`config.mk`:
```
export PLATFORM = sky130hd
export DESIGN_NAME = keypad_scanner
export DESIGN_NICKNAME = d
export VERILOG_FILES = /design/src/rtl/keypad_pkg.sv /design/src/rtl/kpd_col_scan.sv /design/src/rtl/keypad_scanner.sv
export SDC_FILE = /design/constraint.sdc
export NUM_CORES = 1
export LEC_CHECK = 0
export CORE_UTILIZATION = 51
export CTS_CLUSTER_DIAMETER = 50
export DETAILED_ROUTE_END_ITERATION = 12
export PLACE_DENSITY = 0.84
export SYNTH_ARGS = -nofsm -noshare
export SYNTH_HDL_FRONTEND = slang
export SYNTH_SLANG_ARGS = --single-unit
export TNS_END_PERCENT = 1
```
`constraint.sdc`:
```
create_clock -name clk -period 4.2 [get_ports clk]
set_clock_uncertainty 0.1 [all_clocks]
set_input_delay 0.84 -clock clk [delete_from_list [all_inputs] [get_ports clk]]
set_output_delay 0.84 -clock clk [all_outputs]
set_load 0.005 [all_outputs]
```
`src/rtl/keypad_pkg.sv`:
```
// ----------------------------------------------------------------------------
// keypad_pkg
// Shared types for the matrix-keypad scanner:
//   kpd_state_e  - debounce FSM states
//   kpd_frame_e  - result of one full column scan (frame)
//   kpd_code_w() - width of a key index for an N_ROWS x N_COLS matrix
// ----------------------------------------------------------------------------
package keypad_pkg;

    typedef enum logic [1:0] {
        IDLE     = 2'd0,
        PRESS_DB = 2'd1,
        PRESSED  = 2'd2,
        REL_DB   = 2'd3
    } kpd_state_e;

    typedef enum logic [1:0] {
        NONE  = 2'd0,
        ONE   = 2'd1,
        MULTI = 2'd2
    } kpd_frame_e;

    function automatic int kpd_code_w(input int rows, input int cols);
        return (rows * cols > 1) ? $clog2(rows * cols) : 1;
    endfunction

endpackage

```
`src/rtl/kpd_col_scan.sv`:
```
// ----------------------------------------------------------------------------
// kpd_col_scan
// Column strobe generator and per-frame row evaluation.
// Each column is driven low for SCAN_DIV clocks; the (already synchronised)
// rows are sampled on the last dwell clock. After the last column the frame
// result (NONE / ONE / MULTI) and the key code are presented combinationally
// for exactly one clock, qualified by o_frame_done.
// Ports:
//   i_clk, i_rst   clock, synchronous active-high reset
//   i_rows         synchronised row lines, active-low
//   o_cols         column strobes, active-low one-hot ('1 in reset)
//   o_frame_done   1 on the last sample cycle of a frame
//   o_result       frame result, valid with o_frame_done
//   o_code         key index row*N_COLS+col, meaningful when o_result==ONE
// ----------------------------------------------------------------------------
module kpd_col_scan
    import keypad_pkg::*;
#(
    parameter int N_ROWS   = 4,
    parameter int N_COLS   = 4,
    parameter int SCAN_DIV = 50,
    localparam int CW      = kpd_code_w(N_ROWS, N_COLS)
) (
    input  logic              i_clk,
    input  logic              i_rst,
    input  logic [N_ROWS-1:0] i_rows,
    output logic [N_COLS-1:0] o_cols,
    output logic              o_frame_done,
    output kpd_frame_e        o_result,
    output logic [CW-1:0]     o_code
);

    localparam int DIV_W = $clog2(SCAN_DIV);
    localparam int COL_W = $clog2(N_COLS);
    localparam int ROW_W = $clog2(N_ROWS);

    logic [DIV_W-1:0]  r_div;
    logic [COL_W-1:0]  r_col;
    logic [N_COLS-1:0] r_cols;
    logic [1:0]        r_low_cnt;   // low bits seen so far this frame, saturates at 2
    logic [CW-1:0]     r_code;

    logic              w_last_div;
    logic              w_last_col;
    logic [COL_W-1:0]  w_col_nxt;
    logic [N_COLS-1:0] w_cols_nxt;
    logic [1:0]        w_col_cnt;
    logic [1:0]        w_tot;
    logic [ROW_W-1:0]  w_row_idx;
    logic [CW-1:0]     w_code_acc;

    function automatic logic [1:0] sat_add(input logic [1:0] a, input logic [1:0] b);
        logic [2:0] s;
        s = {1'b0, a} + {1'b0, b};
        return (s > 3'd2) ? 2'd2 : s[1:0];
    endfunction

    assign w_last_div = (r_div == DIV_W'(SCAN_DIV - 1));
    assign w_last_col = (r_col == COL_W'(N_COLS - 1));

    // The strobe is registered from the next column index so it changes on the
    // same edge as r_col and never glitches.
    always_comb begin
        w_col_nxt = r_col;
        if (w_last_div) begin
            w_col_nxt = w_last_col ? '0 : r_col + 1'b1;
        end
        for (int c = 0; c < N_COLS; c++) begin
            w_cols_nxt[c] = (COL_W'(c) != w_col_nxt);
        end
    end

    always_comb begin
        w_col_cnt = 2'd0;
        w_row_idx = '0;
        for (int r = 0; r < N_ROWS; r++) begin
            if (!i_rows[r]) begin
                w_row_idx = ROW_W'(r);
                if (w_col_cnt != 2'd2) begin
                    w_col_cnt = w_col_cnt + 2'd1;
                end
            end
        end
    end

    assign w_tot = sat_add(r_low_cnt, w_col_cnt);

    // The code only matters when the frame total is exactly one low bit, so it
    // is either the stored one or the one in the current column.
    assign w_code_acc = (r_low_cnt == 2'd0 && w_col_cnt == 2'd1)
                      ? CW'(int'(w_row_idx) * N_COLS + int'(r_col))
                      : r_code;

    always_comb begin
        o_result = MULTI;
        if (w_tot == 2'd0) begin
            o_result = NONE;
        end else if (w_tot == 2'd1) begin
            o_result = ONE;
        end
    end

    assign o_frame_done = w_last_div & w_last_col;
    assign o_code       = w_code_acc;
    assign o_cols       = r_cols;

    always_ff @(posedge i_clk) begin
        if (i_rst) begin
            r_div     <= '0;
            r_col     <= '0;
            r_cols    <= '1;
            r_low_cnt <= 2'd0;
            r_code    <= '0;
        end else begin
            r_col  <= w_col_nxt;
            r_cols <= w_cols_nxt;
            if (w_last_div) begin
                r_div <= '0;
                if (w_last_col) begin
                    r_low_cnt <= 2'd0;
                    r_code    <= '0;
                end else begin
                    r_low_cnt <= w_tot;
                    r_code    <= w_code_acc;
                end
            end else begin
                r_div <= r_div + 1'b1;
            end
        end
    end

endmodule

```
`src/rtl/keypad_scanner.sv`:
```
// ----------------------------------------------------------------------------
// keypad_scanner
// Matrix-keypad scanner: strobes columns, samples rows through a 2-flop
// synchroniser, debounces whole-frame results, rejects multi-key frames and
// delivers one key event per press through a 1-entry valid/ready register.
// Optional feature: define KPD_REPEAT_EN to generate auto-repeat events
// (first after REP_DELAY held frames, then every REP_RATE frames).
// Ports:
//   clk, rst     clock, synchronous active-high reset
//   filas        row lines, active-low, asynchronous
//   columnas     column strobes, active-low one-hot
//   key_code     key index row*N_COLS+col, stable while key_valid
//   key_valid    event pending
//   key_ready    consumer accepts when key_valid & key_ready
//   key_down     a confirmed key is held (PRESSED or releasing)
//   key_overrun  1-clk pulse: event dropped because the holding reg was full
// ----------------------------------------------------------------------------
module keypad_scanner
    import keypad_pkg::*;
#(
    parameter int N_ROWS     = 4,
    parameter int N_COLS     = 4,
    parameter int SCAN_DIV   = 50,
    parameter int DEB_FRAMES = 3,
    parameter int REP_DELAY  = 20,
    parameter int REP_RATE   = 5,
    localparam int CW        = kpd_code_w(N_ROWS, N_COLS)
) (
    input  logic              clk,
    input  logic              rst,
    input  logic [N_ROWS-1:0] filas,
    output logic [N_COLS-1:0] columnas,
    output logic [CW-1:0]     key_code,
    output logic              key_valid,
    input  logic              key_ready,
    output logic              key_down,
    output logic              key_overrun
);

    localparam int CNT_W = $clog2(DEB_FRAMES + 1);

    if (N_ROWS < 2 || N_COLS < 2 || SCAN_DIV < 2 || DEB_FRAMES < 1 ||
        REP_DELAY < 1 || REP_RATE < 1) begin : g_bad_param
        $error("keypad_scanner: parameter out of range");
    end

    logic [N_ROWS-1:0] r_filas_s1;
    logic [N_ROWS-1:0] r_filas_s2;

    kpd_state_e        r_state;
    kpd_state_e        w_state_nxt;
    logic [CNT_W-1:0]  r_cnt;
    logic [CNT_W-1:0]  w_cnt_nxt;
    logic [CNT_W-1:0]  w_cnt_inc;
    logic [CW-1:0]     r_cand;
    logic [CW-1:0]     w_cand_nxt;

    logic              w_frame_done;
    kpd_frame_e        w_result;
    logic [CW-1:0]     w_code;
    logic              w_one_cand;
    logic              w_cnt_hit;
    logic              w_press_event;
    logic              w_event;

    logic              r_key_valid;
    logic              r_key_overrun;
    logic [CW-1:0]     r_key_code;
    logic              w_handshake;

    always_ff @(posedge clk) begin
        if (rst) begin
            r_filas_s1 <= '1;
            r_filas_s2 <= '1;
        end else begin
            r_filas_s1 <= filas;
            r_filas_s2 <= r_filas_s1;
        end
    end

    kpd_col_scan #(
        .N_ROWS   (N_ROWS),
        .N_COLS   (N_COLS),
        .SCAN_DIV (SCAN_DIV)
    ) u_scan (
        .i_clk        (clk),
        .i_rst        (rst),
        .i_rows       (r_filas_s2),
        .o_cols       (columnas),
        .o_frame_done (w_frame_done),
        .o_result     (w_result),
        .o_code       (w_code)
    );

    assign w_one_cand = (w_result == ONE) && (w_code == r_cand);
    assign w_cnt_inc  = r_cnt + 1'b1;
    assign w_cnt_hit  = (w_cnt_inc == CNT_W'(DEB_FRAMES));

    // Debounce FSM: only moves on frame boundaries.
    always_comb begin
        w_state_nxt   = r_state;
        w_cnt_nxt     = r_cnt;
        w_cand_nxt    = r_cand;
        w_press_event = 1'b0;
        if (w_frame_done) begin
            case (r_state)
                IDLE: begin
                    if (w_result == ONE) begin
                        w_cand_nxt = w_code;
                        if (DEB_FRAMES == 1) begin
                            w_state_nxt   = PRESSED;
                            w_press_event = 1'b1;
                        end else begin
                            w_state_nxt = PRESS_DB;
                            w_cnt_nxt   = CNT_W'(1);
                        end
                    end
                end
                PRESS_DB: begin
                    if (w_one_cand) begin
                        if (w_cnt_hit) begin
                            w_state_nxt   = PRESSED;
                            w_cnt_nxt     = '0;
                            w_press_event = 1'b1;
                        end else begin
                            w_cnt_nxt = w_cnt_inc;
                        end
                    end else begin
                        w_state_nxt = IDLE;
                        w_cnt_nxt   = '0;
                    end
                end
                PRESSED: begin
                    if (!w_one_cand) begin
                        if (DEB_FRAMES == 1) begin
                            w_state_nxt = IDLE;
                            w_cnt_nxt   = '0;
                        end else begin
                            w_state_nxt = REL_DB;
                            w_cnt_nxt   = CNT_W'(1);
                        end
                    end
                end
                REL_DB: begin
                    if (w_one_cand) begin
                        // Bounce during release: resume holding, no new event.
                        w_state_nxt = PRESSED;
                        w_cnt_nxt   = '0;
                    end else if (w_cnt_hit) begin
                        w_state_nxt = IDLE;
                        w_cnt_nxt   = '0;
                    end else begin
                        w_cnt_nxt = w_cnt_inc;
                    end
                end
                default: begin
                    w_state_nxt = IDLE;
                    w_cnt_nxt   = '0;
                end
            endcase
        end
    end

    always_ff @(posedge clk) begin
        if (rst) begin
            r_state <= IDLE;
            r_cnt   <= '0;
            r_cand  <= '0;
        end else begin
            r_state <= w_state_nxt;
            r_cnt   <= w_cnt_nxt;
            r_cand  <= w_cand_nxt;
        end
    end

`ifdef KPD_REPEAT_EN
    localparam int REP_MAX = (REP_DELAY > REP_RATE) ? REP_DELAY : REP_RATE;
    localparam int REP_W   = $clog2(REP_MAX + 1);

    logic [REP_W-1:0] r_rep;
    logic [REP_W-1:0] w_rep_nxt;
    logic [REP_W-1:0] w_rep_inc;
    logic [REP_W-1:0] w_rep_lim;
    logic             r_rep_first;
    logic             w_rep_first_nxt;
    logic             w_rep_event;

    // Counts frames held in PRESSED; any (re)entry into PRESSED restarts the
    // delay, including a return from a bouncing release.
    always_comb begin
        w_rep_nxt       = r_rep;
        w_rep_first_nxt = r_rep_first;
        w_rep_event     = 1'b0;
        w_rep_inc       = r_rep + 1'b1;
        w_rep_lim       = r_rep_first ? REP_W'(REP_DELAY) : REP_W'(REP_RATE);
        if (w_frame_done && w_state_nxt == PRESSED) begin
            if (r_state != PRESSED) begin
                w_rep_nxt       = '0;
                w_rep_first_nxt = 1'b1;
            end else if (w_rep_inc == w_rep_lim) begin
                w_rep_nxt       = '0;
                w_rep_first_nxt = 1'b0;
                w_rep_event     = 1'b1;
            end else begin
                w_rep_nxt = w_rep_inc;
            end
        end
    end

    always_ff @(posedge clk) begin
        if (rst) begin
            r_rep       <= '0;
            r_rep_first <= 1'b0;
        end else begin
            r_rep       <= w_rep_nxt;
            r_rep_first <= w_rep_first_nxt;
        end
    end

    assign w_event = w_press_event | w_rep_event;
`else
    assign w_event = w_press_event;
`endif

    // Holding register. The event code is the candidate being confirmed
    // (or, for a single-frame debounce, the code arriving from IDLE).
    assign w_handshake = r_key_valid & key_ready;

    always_ff @(posedge clk) begin
        if (rst) begin
            r_key_valid   <= 1'b0;
            r_key_code    <= '0;
            r_key_overrun <= 1'b0;
        end else begin
            r_key_overrun <= 1'b0;
            if (w_event) begin
                if (r_key_valid && !w_handshake) begin
                    r_key_overrun <= 1'b1;
                end else begin
                    r_key_valid <= 1'b1;
                    r_key_code  <= w_cand_nxt;
                end
            end else if (w_handshake) begin
                r_key_valid <= 1'b0;
            end
        end
    end

    assign key_valid   = r_key_valid;
    assign key_code    = r_key_code;
    assign key_overrun = r_key_overrun;
    assign key_down    = (r_state == PRESSED) || (r_state == REL_DB);

endmodule

```
==> summary.txt <==
Setup path
  – Worst path max stage delay: roughly 0.56 ns
  – Slowest cell on crit path: or4b_4
  – Crit-path cells: ha_2, or2_4, and2_1, ha_1, nor2_2, a31oi_4, inv_2, fa_1, nand3_2, a221o_1, a221o_1, a211o_4, or4b_4, mux2_4
  – Worst Setup End Kind: register
  – Kind of critical path: register to register
  – Most used cell, CP: a221o_1
  – Worst Path Max Fanout: 4
  – Critical Path Start: r_filas_s2[0]$_SDFF_PP1_
  – Required @ worst endpoint: roughly 4.3 ns
  – Reg-to-Reg Start: r_filas_s2[0]$_SDFF_PP1_
  – CP Launch Type: register
  – Worst EP arrival: about 4.2 ns

Routing
  – Vias: ~1600
  – Antenna viol nets, final: 0
  – DRT Pass-1 Iters: 7
  – Vias per cell: between 5 and 6
  – Drt drc: 0
  – Wire length per cell: about 13 µm
  – Final wirelength: 3620 µm
  – Iter 0 DRT Violations: roughly 120

Floorplan
  – # IOs: 18
  – Initial core utilization: 0.533
  – Number of core rows: 22
  – Die height: approximately 64 µm
  – Die Width: between 60 and 70 µm
  – Core area: around 3700 µm²
  – Die footprint: ~4000 µm²

Synthesis
  – Synth Cell Area: approximately 2000 µm²
  – Syn Inst Count: between 200 and 250
  – Mean Syn Cell Area: around 9.1 µm²
  – Post-synth EDFFs: 0
  – Register area share after synthesis: 0.410
  – #FFs+latches synth: 40
  – Synth warn: 0
  – Mapped Nets: 230
  – Ys flop type: dfxtp_1
  – Netlist cell types: 48
  – Async set-reset flop share out of synthesis: 0

Timing
  – RSZ-0062 raised after global routing: no
  – Final setup viols: 0
  – Fin Setup TNS: 0 ns
  – Achievable frequency: 243 MHz
  – Slew Limit Fails: 0
  – Final period utilization: 0.979
  – Worst slew pin tran: around 1.0 ns
  – Final worst path period need: 4.11 ns
  – Fin worst setup slack: about 0.088 ns
  – Worst slew margin: 0.327
  – Final Hold Viols: 0

Finish
  – Most common cell after layout, fill and taps aside: dfxtp_1
  – Nets@finish: about 250
  – Layout cell share with drive strength beyond 1: 0.174
  – Commonest cells after routing, fill and taps aside: 38 x dfxtp_1, 22 x nor2_1, 17 x clkdlybuf4s50_1, 12 x nand2_1, 10 x inv_1
  – Area Overhead vs Synth: 16.7%
  – Diode count: 0

Clocking
  – Clk sinks: 40
  – Clock Tree Buf Depth: 2
  – Total CTS buffers: 5
  – H-tree Lvls: 2
  – Clock transition at path regs: 0.07 ns
  – CTS root buf: clkbuf_8
  – Worst skew pair latency: between 0.2 and 0.3 ns
  – Hold-fix buffers at CTS: 0
  – TritonCTS clock tree: yes

Min path
  – Hold Path Class: register to register
  – Hold_sp: r_filas_s1[2]$_SDFF_PP1_

Placed design
  – DP Worst Slack: -0.0289 ns
  – Final Wtd Congestion: between 0.9 and 1
  – Hpwl dp: roughly 2400 µm
  – PortBufs: 17

Global route
  – First-pass GRT wire length: ~6000 µm
  – Global route hottest layer: met2
  – All-Layer GR Usage: 0.189
  – M2 GR Usage: 0.323
  – GR Overflow Total: 0
  – Largest net degree at the start of global routing: 32
  – Vias in the first global route: around 1500
  – GR Layer Usage met1: 0.217
  – Initial antenna violation count: 0
  – Met3 GRT Util: 0.0571

Power
  – Pwr Density: 320 nW/µm²
  – Leakage power figure: 0.887 nW
  – Overall power: approximately 0.73 mW
  – Worst vdd ir: approximately 0.00022 V

Job
  – Max-cap check violation count: 0

Outcome
  – Status: finished, final reports clean
==> cell usage after synthesis (all sizes together), types with 2 or more instances <==
| library cell | n | area (µm²) |
|---|---|---|
| a211o | 4 | 43.8 |
| buf | 6 | 57.5 |
| xor2 | 2 | 17.5 |
| a211oi | 4 | 30.0 |
| nor3b | 3 | 22.5 |
| or4b | 2 | 23.8 |
| nand3 | 6 | 30.0 |
| o21ai | 7 | 35.0 |
| inv | 11 | 41.3 |
| xnor2 | 2 | 17.5 |
| nor2 | 24 | 97.6 |
| and2 | 2 | 12.5 |
| nor4 | 3 | 18.8 |
| a221o | 2 | 20.0 |
| a21o | 2 | 15.0 |
| nand2b | 4 | 25.0 |
| clkbuf | 7 | 26.3 |
| or2 | 9 | 56.3 |
| nor2b | 6 | 37.5 |
| a22oi | 4 | 30.0 |
| and3 | 2 | 12.5 |
| mux2i | 4 | 40.0 |
| or3 | 2 | 12.5 |
| ha | 7 | 87.6 |
| nor3 | 9 | 45.0 |
| dfxtp | 40 | 801 |
| nand2 | 12 | 45.0 |
| a21oi | 9 | 45.0 |
| a31oi | 3 | 33.8 |
| mux2 | 6 | 67.6 |
==> worst max-delay path: cells and delay by family, from the launching register on <==
family,cells,cell delay [ns]
compound gates,4,1.08
buf+inv,1,0.05
simple gates,5,1.13
flops,1,0.33
fa+ha+maj,3,1.01
mux,1,0.31
==> routing by layer <==
metal  up-vias  wire, µm
li1        795         -
met1       725      1620
met2        35      1780
met3         6       162
met4         0        56
met5         -         0
==> sequential cells by signal, summed over array words and instances (netlist names), 2 cells and up, named ones only <==
register	count
r_cnt	2
key_code	4
r_filas_s2	4
u_scan.r_low_cnt	2
r_filas_s1	4
u_scan.r_div	6
u_scan.o_cols	4
r_cand	4
u_scan.r_code	4
u_scan.r_col	2
==> cell families (layout without fill, tap and decap cells) <==
group / count (synthesis) / after routing / share of synthesized area
simple gates: 87 / 87 / 0.236
compound gates: 42 / 42 / 0.161
flops: 40 / 40 / 0.410
buf+inv: 24 / 44 / 0.0641
mux: 10 / 10 / 0.0551
fa+ha+maj: 8 / 8 / 0.0551
xor+xnor: 4 / 4 / 0.0179
==> area by class of cell <==
type / instances / area (µm²)
Timing Repair Buffer: 25 / 230
Sequential cell: 40 / 803
Fill cell: 305 / 1380
Tap cell: 48 / 60.1
Inverter: 11 / 41.3
Multi-Input combinational cell: 151 / 1050
Clock buffer: 8 / 90.1
==> metrics by stage <==
step                       util  hold slack [ns]  cell area [µm²]  std cells
final                     0.622            0.312             2280        283
after global routing      0.622            0.328             2280        283
after global placement    0.585            0.294             2140        272
after CTS                 0.614            0.312             2250        282
after floorplan               -            0.289             1960        215
after detailed placement  0.585            0.296             2140        272
==> what timing repair did <==
item,CTS,global route
endpoints found under the setup margin,4,7
setup buffers,2,1
gates resized for setup,0,9
pin swaps,3,6
==> report_power, final <==
group          switching, mW  internal, mW
clock network          0.122         0.134
registers            0.00503         0.386
logic                 0.0407        0.0425
total                  0.167         0.562
==> path summary, 6_finish.rpt <==
kind,endpoint,slack [ns],depth (start not counted)
max,key_code[1]$_SDFFE_PP0P_,0.09,14
min,r_filas_s2[2]$_SDFF_PP1_,0.31,1
max reg2reg,key_code[1]$_SDFFE_PP0P_,0.09,14
min reg2reg,r_filas_s2[2]$_SDFF_PP1_,0.31,1
Note: power is estimated with default switching activity, not from simulation.
